==> config.mk <==
export PLATFORM = sky130hd
export DESIGN_NAME = bbox_update_ctrl
export DESIGN_NICKNAME = d
export VERILOG_FILES = /design/src/rtl/bbox_update_ctrl.sv
export SDC_FILE = /design/constraint.sdc
export NUM_CORES = 1
export LEC_CHECK = 0
export ABC_AREA = 1
export CORE_ASPECT_RATIO = 0.9
export CORE_UTILIZATION = 25
export DETAILED_ROUTE_END_ITERATION = 6
export SLEW_MARGIN = 20
export SYNTH_ARGS = -nofsm -noshare
export SYNTH_HDL_FRONTEND = slang
export SYNTH_SLANG_ARGS = --single-unit
==> constraint.sdc <==
create_clock -name clk -period 1.7 [get_ports clk]
set_input_delay 0.425 -clock clk [delete_from_list [all_inputs] [get_ports clk]]
set_output_delay 0.425 -clock clk [all_outputs]
set_load 0.01 [all_outputs]
==> src/rtl/bbox_update_ctrl.sv <==
// Bounding-box update controller: buffers one tracker result and commits it to
// the overlay only at end of frame, so the drawn box never tears mid-frame.
module bbox_update_ctrl #(
    parameter int          H_ACTIVE    = 640,
    parameter int          V_ACTIVE    = 480,
    parameter int          HOLD_FRAMES = 8,
    parameter logic [15:0] OFF_COORD   = 16'hFFFF
) (
    input  logic        clk,
    input  logic        rst_n,
    input  logic        v_sync,
    input  logic        det_valid,
    output logic        det_ready,
    input  logic        det_found,
    input  logic [15:0] det_x_min,
    input  logic [15:0] det_x_max,
    input  logic [15:0] det_y_min,
    input  logic [15:0] det_y_max,
    output logic [15:0] bbox_x_min,
    output logic [15:0] bbox_x_max,
    output logic [15:0] bbox_y_min,
    output logic [15:0] bbox_y_max,
    output logic        box_visible,
    output logic [7:0]  miss_cnt,
    output logic        reject_pulse
);

    localparam logic [15:0] X_LIM = 16'(H_ACTIVE - 1);
    localparam logic [15:0] Y_LIM = 16'(V_ACTIVE - 1);
    localparam logic [7:0]  HOLD  = 8'(HOLD_FRAMES);

    typedef enum logic [1:0] {IDLE, ACTIVE, COMMIT, BLANK} state_t;

    state_t      state, state_nxt;
    logic        vs_q;
    logic        frame_end, frame_start;
    logic        handshake, det_ok, commit;
    logic        pend_full, pend_found;
    logic [15:0] pend_x_min, pend_x_max, pend_y_min, pend_y_max;
    logic [7:0]  miss_inc;

    assign frame_end   = vs_q & ~v_sync;
    assign frame_start = ~vs_q & v_sync;
    assign commit      = (state == COMMIT);
    assign det_ready   = ~pend_full | commit;
    assign handshake   = det_valid & det_ready;

    // Reject inverted or fully off-screen boxes and explicit misses.
    assign det_ok = det_found && (det_x_min <= det_x_max) && (det_y_min <= det_y_max)
                    && (det_x_min <= X_LIM) && (det_y_min <= Y_LIM);

    assign miss_inc = (miss_cnt == 8'hFF) ? 8'hFF : miss_cnt + 8'd1;

    // v_sync edge detector; resets high so a frame already in progress when
    // reset releases is not mistaken for a frame start.
    always_ff @(posedge clk or negedge rst_n) begin
        if (!rst_n) vs_q <= 1'b1;
        else        vs_q <= v_sync;
    end

    // FSM state register.
    always_ff @(posedge clk or negedge rst_n) begin
        if (!rst_n) state <= IDLE;
        else        state <= state_nxt;
    end

    // Next-state logic; IDLE waits for a full frame before any commit.
    always_comb begin
        state_nxt = state;
        case (state)
            IDLE:    if (frame_start) state_nxt = ACTIVE;
            ACTIVE:  if (frame_end)   state_nxt = COMMIT;
            COMMIT:  state_nxt = frame_start ? ACTIVE : BLANK;
            BLANK:   if (frame_start) state_nxt = ACTIVE;
            default: state_nxt = IDLE;
        endcase
    end

    // Pending slot: COMMIT drains the old entry, a same-cycle handshake refills it.
    always_ff @(posedge clk or negedge rst_n) begin
        if (!rst_n) begin
            pend_full    <= 1'b0;
            pend_found   <= 1'b0;
            pend_x_min   <= '0;
            pend_x_max   <= '0;
            pend_y_min   <= '0;
            pend_y_max   <= '0;
            reject_pulse <= 1'b0;
        end else begin
            reject_pulse <= handshake & ~det_ok;
            if (handshake) begin
                pend_full  <= 1'b1;
                pend_found <= det_ok;
                pend_x_min <= det_x_min;
                pend_x_max <= (det_x_max > X_LIM) ? X_LIM : det_x_max;
                pend_y_min <= det_y_min;
                pend_y_max <= (det_y_max > Y_LIM) ? Y_LIM : det_y_max;
            end else if (commit) begin
                pend_full  <= 1'b0;
            end
        end
    end

    // Overlay outputs update only in the COMMIT cycle.
    always_ff @(posedge clk or negedge rst_n) begin
        if (!rst_n) begin
            bbox_x_min  <= OFF_COORD;
            bbox_x_max  <= OFF_COORD;
            bbox_y_min  <= OFF_COORD;
            bbox_y_max  <= OFF_COORD;
            box_visible <= 1'b0;
            miss_cnt    <= '0;
        end else if (commit) begin
            if (pend_full && pend_found) begin
                bbox_x_min  <= pend_x_min;
                bbox_x_max  <= pend_x_max;
                bbox_y_min  <= pend_y_min;
                bbox_y_max  <= pend_y_max;
                box_visible <= 1'b1;
                miss_cnt    <= '0;
            end else begin
                miss_cnt <= miss_inc;
                if (miss_inc >= HOLD) begin
                    bbox_x_min  <= OFF_COORD;
                    bbox_x_max  <= OFF_COORD;
                    bbox_y_min  <= OFF_COORD;
                    bbox_y_max  <= OFF_COORD;
                    box_visible <= 1'b0;
                end
            end
        end
    end

endmodule
==> metrics.txt <==
1st-iter DRT viols=235; outcome=complete, but fails checks; first-pass GRT wire length=32300 µm; GRT Util Overall=0.149; CP required=1.99 ns; Final Worst Setup Slack=-0.178 ns; synth warn=0; Routed Antenna Nets=0; Hold Path End=pend_x_min[2]$_DFFE_PN0P_; H-tree depth=4; net count reported at finish=1125; area of the multi-input gates=3140 µm²; CP max stage cell=dfrtp_1; pre-CTS setup slack=-0.546 ns; critical path type=register to register; final core occ=0.400; GR Overflow Total=0; FP Rows=57; setup_tns=-9.23 ns; fin crit share=1.10; chip height=160 µm; Reg clk slew, reported paths=0.06 ns; min cycle time layout=1.88 ns; Seq pwr share=0.352; Placer Congestion=0.843; RSZ-0062 raised after global routing=yes; drt via density=4.22; CP bufs+invs=3; DRT Pass-1 Iters=4; die area=28400 µm²; worst reg2reg path startpoint=miss_cnt[0]$_DFFE_PN0P_; CP max stage delay=0.35 ns; synthesized area per cell=8.89 µm²; number of global-route vias before repair=5852; power share of the combinational group=0.420; clock buffer depth=2; crit path capture type=register; initial antenna violation count=2; Slew HR=0.756; WP data arrival=2.17 ns; CP max FO=7; core region area=27100 µm²; Hold Path Origin=det_x_min[2]; Top delay family on crit path=simple AND/OR/NAND/NOR gates; register area share after synthesis=0.528; Post-synth EDFFs=0; die width=178 µm; Slew @ Worst Pin=0.362 ns; FF/Latch Area=3660 µm²; static leakage=5.29 nW; worst skew pair latency=0.42 ns; Mapped Cells=780; Worst R2R Path Depth=13; leading cell types in the layout, fill and taps excluded=133 x nand2_1, 95 x nor2_1, 85 x buf_4; Mapped Nets=884; max-cap viol count=0; I/O Buffers=143; Area Growth Syn to Fin=56.5%; Clock Sinks=143; Inst Count DP=1335; via count=5865; Switching Power=6.28 mW; final setup skew=0.0109 ns; Hold WC Path Type=input pin to register; CP startpoint kind=register; Num CTS Buffers=17; final setup vio count=65; Synth Cell Area=6930 µm²; commonest non-fill, non-tap cell in the layout=nand2_1; internal power=11.1 mW; fin cells=1391; DR WL/cell=15.4 µm; largest net degree at the start of global routing=70; r2r endpoint=box_visible$_DFFE_PN0P_; WHS Path Cells=3; Clock Power Share=0.228; critical-path cell list=ha_2 -> nand2_2 -> buf_4 -> nor3_4 -> o21ai_1 -> o21ai_1 -> nor2_2 -> nand3_2 -> nand2_8 -> clkbuf_16 -> buf_16 -> nand2_2 -> o21ai_2; Root Driver=clkbuf_16; CTS tree=yes; fill count=2715; io pins=144; maximum vdd drop=715 µV; DPL Wire Length=14500 µm; share of cells above drive strength 1=0.359; reg2reg setup slack=-0.18 ns; asr flop ratio synth=1.00; failing checks=negative setup slack; fmax=0.532 GHz; Net Sw Frac=0.360; final wirelength=21500 µm; PD cells=1600 nW/µm²; top_reg_cell synth=dfrtp_1; count of cell types in the netlist=27; Slew Viols, Final=0; final hold vios=0; starting density of the core=0.256; # DRC=0; Yosys reg bits=143
-- registers in the layout (all words and copies together), names as in the netlist --
| name | count |
|---|---|
| bbox_x_max | 16 |
| bbox_x_min | 16 |
| bbox_y_max | 16 |
| bbox_y_min | 16 |
| pend_x_max | 16 |
| pend_x_min | 16 |
| pend_y_max | 16 |
| pend_y_min | 16 |
| miss_cnt | 8 |
| state | 2 |
| box_visible | 1 |
| pend_found | 1 |
| pend_full | 1 |
| reject_pulse | 1 |
| vs_q | 1 |
-- Yosys cell counts, types with 2 or more instances --
library cell  count  area share
a21oi_1          17       0.012
a31oi_1           2      0.0018
buf_6            11       0.018
clkbuf_1         23       0.012
dfrtp_1          78        0.28
dfstp_2          65        0.25
ha_1             35       0.063
inv_1            99       0.054
nand2_1         162       0.088
nand2_2          27       0.024
nand3_1          21       0.015
nand4_1           8      0.0072
nor2_1           99       0.054
nor3_1            8      0.0058
o21a_1            2      0.0022
o21ai_0          37       0.027
o21ai_1          33       0.024
o21ai_2          35       0.044
o22ai_1           9      0.0081
xor2_1            2      0.0025
-- cell type report --
| cell class | count | area share |
|---|---|---|
| sequential | 143 | 0.337 |
| multi-input combinational | 504 | 0.289 |
| timing repair buffer | 256 | 0.241 |
| clock buffer | 21 | 0.0424 |
| tap | 354 | 0.0408 |
| inverter | 99 | 0.0345 |
| clock inverter | 11 | 0.0142 |
| antenna | 3 | 0.000692 |
-- per-stage QoR --
step | cell area [µm²] | total power, mW | hold WS (ns)
after floorplan | 6960 | 9.66 | 0.129
after global placement | 9440 | 12.9 | 0.351
after detailed placement | 9440 | 13.0 | 0.352
after CTS | 10300 | 17.0 | 0.416
after global routing | 10800 | 18.6 | 0.274
final | 10800 | 17.4 | 0.282
-- power by group through the flow --
stage	Sequential (mW)	Combinational, mW	Clock, mW
after global placement	6.12	6.79	0
after floorplan	6.40	3.26	0
after CTS	6.08	6.82	4.08
after global routing	6.31	8.06	4.19
final	6.13	7.32	3.96
after detailed placement	6.14	6.88	0
-- how the worst max path moves through the flow --
stage                                  from                    endpoint  slack, ns  cells past startpoint
detailed placement             det_y_max[8]      reject_pulse$_DFF_PN0_      -0.55                     11
finish              miss_cnt[0]$_DFFE_PN0P_     box_visible$_DFFE_PN0P_      -0.18                     13
CTS                 miss_cnt[1]$_DFFE_PN0P_   bbox_x_min[7]$_DFFE_PN1P_      -0.24                     13
global placement               det_y_max[8]      reject_pulse$_DFF_PN0_      -0.55                     11
floorplan           miss_cnt[1]$_DFFE_PN0P_  bbox_x_max[10]$_DFFE_PN1P_      -0.03                     13
global route        miss_cnt[1]$_DFFE_PN0P_   bbox_y_max[0]$_DFFE_PN1P_      -0.32                     13
-- worst min-delay path, delay by kind of cell --
| kind | cells | cell delay (ns) |
|---|---|---|
| and+or+nand+nor | 2 | 0.12 |
| buffers and inverters | 1 | 0.12 |
-- per-layer routing --
layer | vias up | wire, µm | global-route usage
met5 | - | 0 | 0
met1 | 2760 | 10000 | 0.202
met4 | 0 | 400 | 0.0470
met2 | 107 | 10300 | 0.237
met3 | 20 | 753 | 0.0302
li1 | 2978 | - | -
-- timing repair --
item	CTS	global route
hold buffers	1	0
gates cloned	3	6
endpoints found under the hold margin	19	0
endpoints found under the setup margin	143	111
pin swaps	7	22
setup buffers	10	4
resized for setup	124	139
-- logic make-up after synthesis --
logic type / Yosys count / synth area share
fa+ha+maj: 35 / 0.0632
flops: 143 / 0.528
xor+xnor: 2 / 0.00253
compound gates: 137 / 0.122
buf+inv: 133 / 0.0839
simple gates: 330 / 0.201
(Power assumes the default switching activity.)
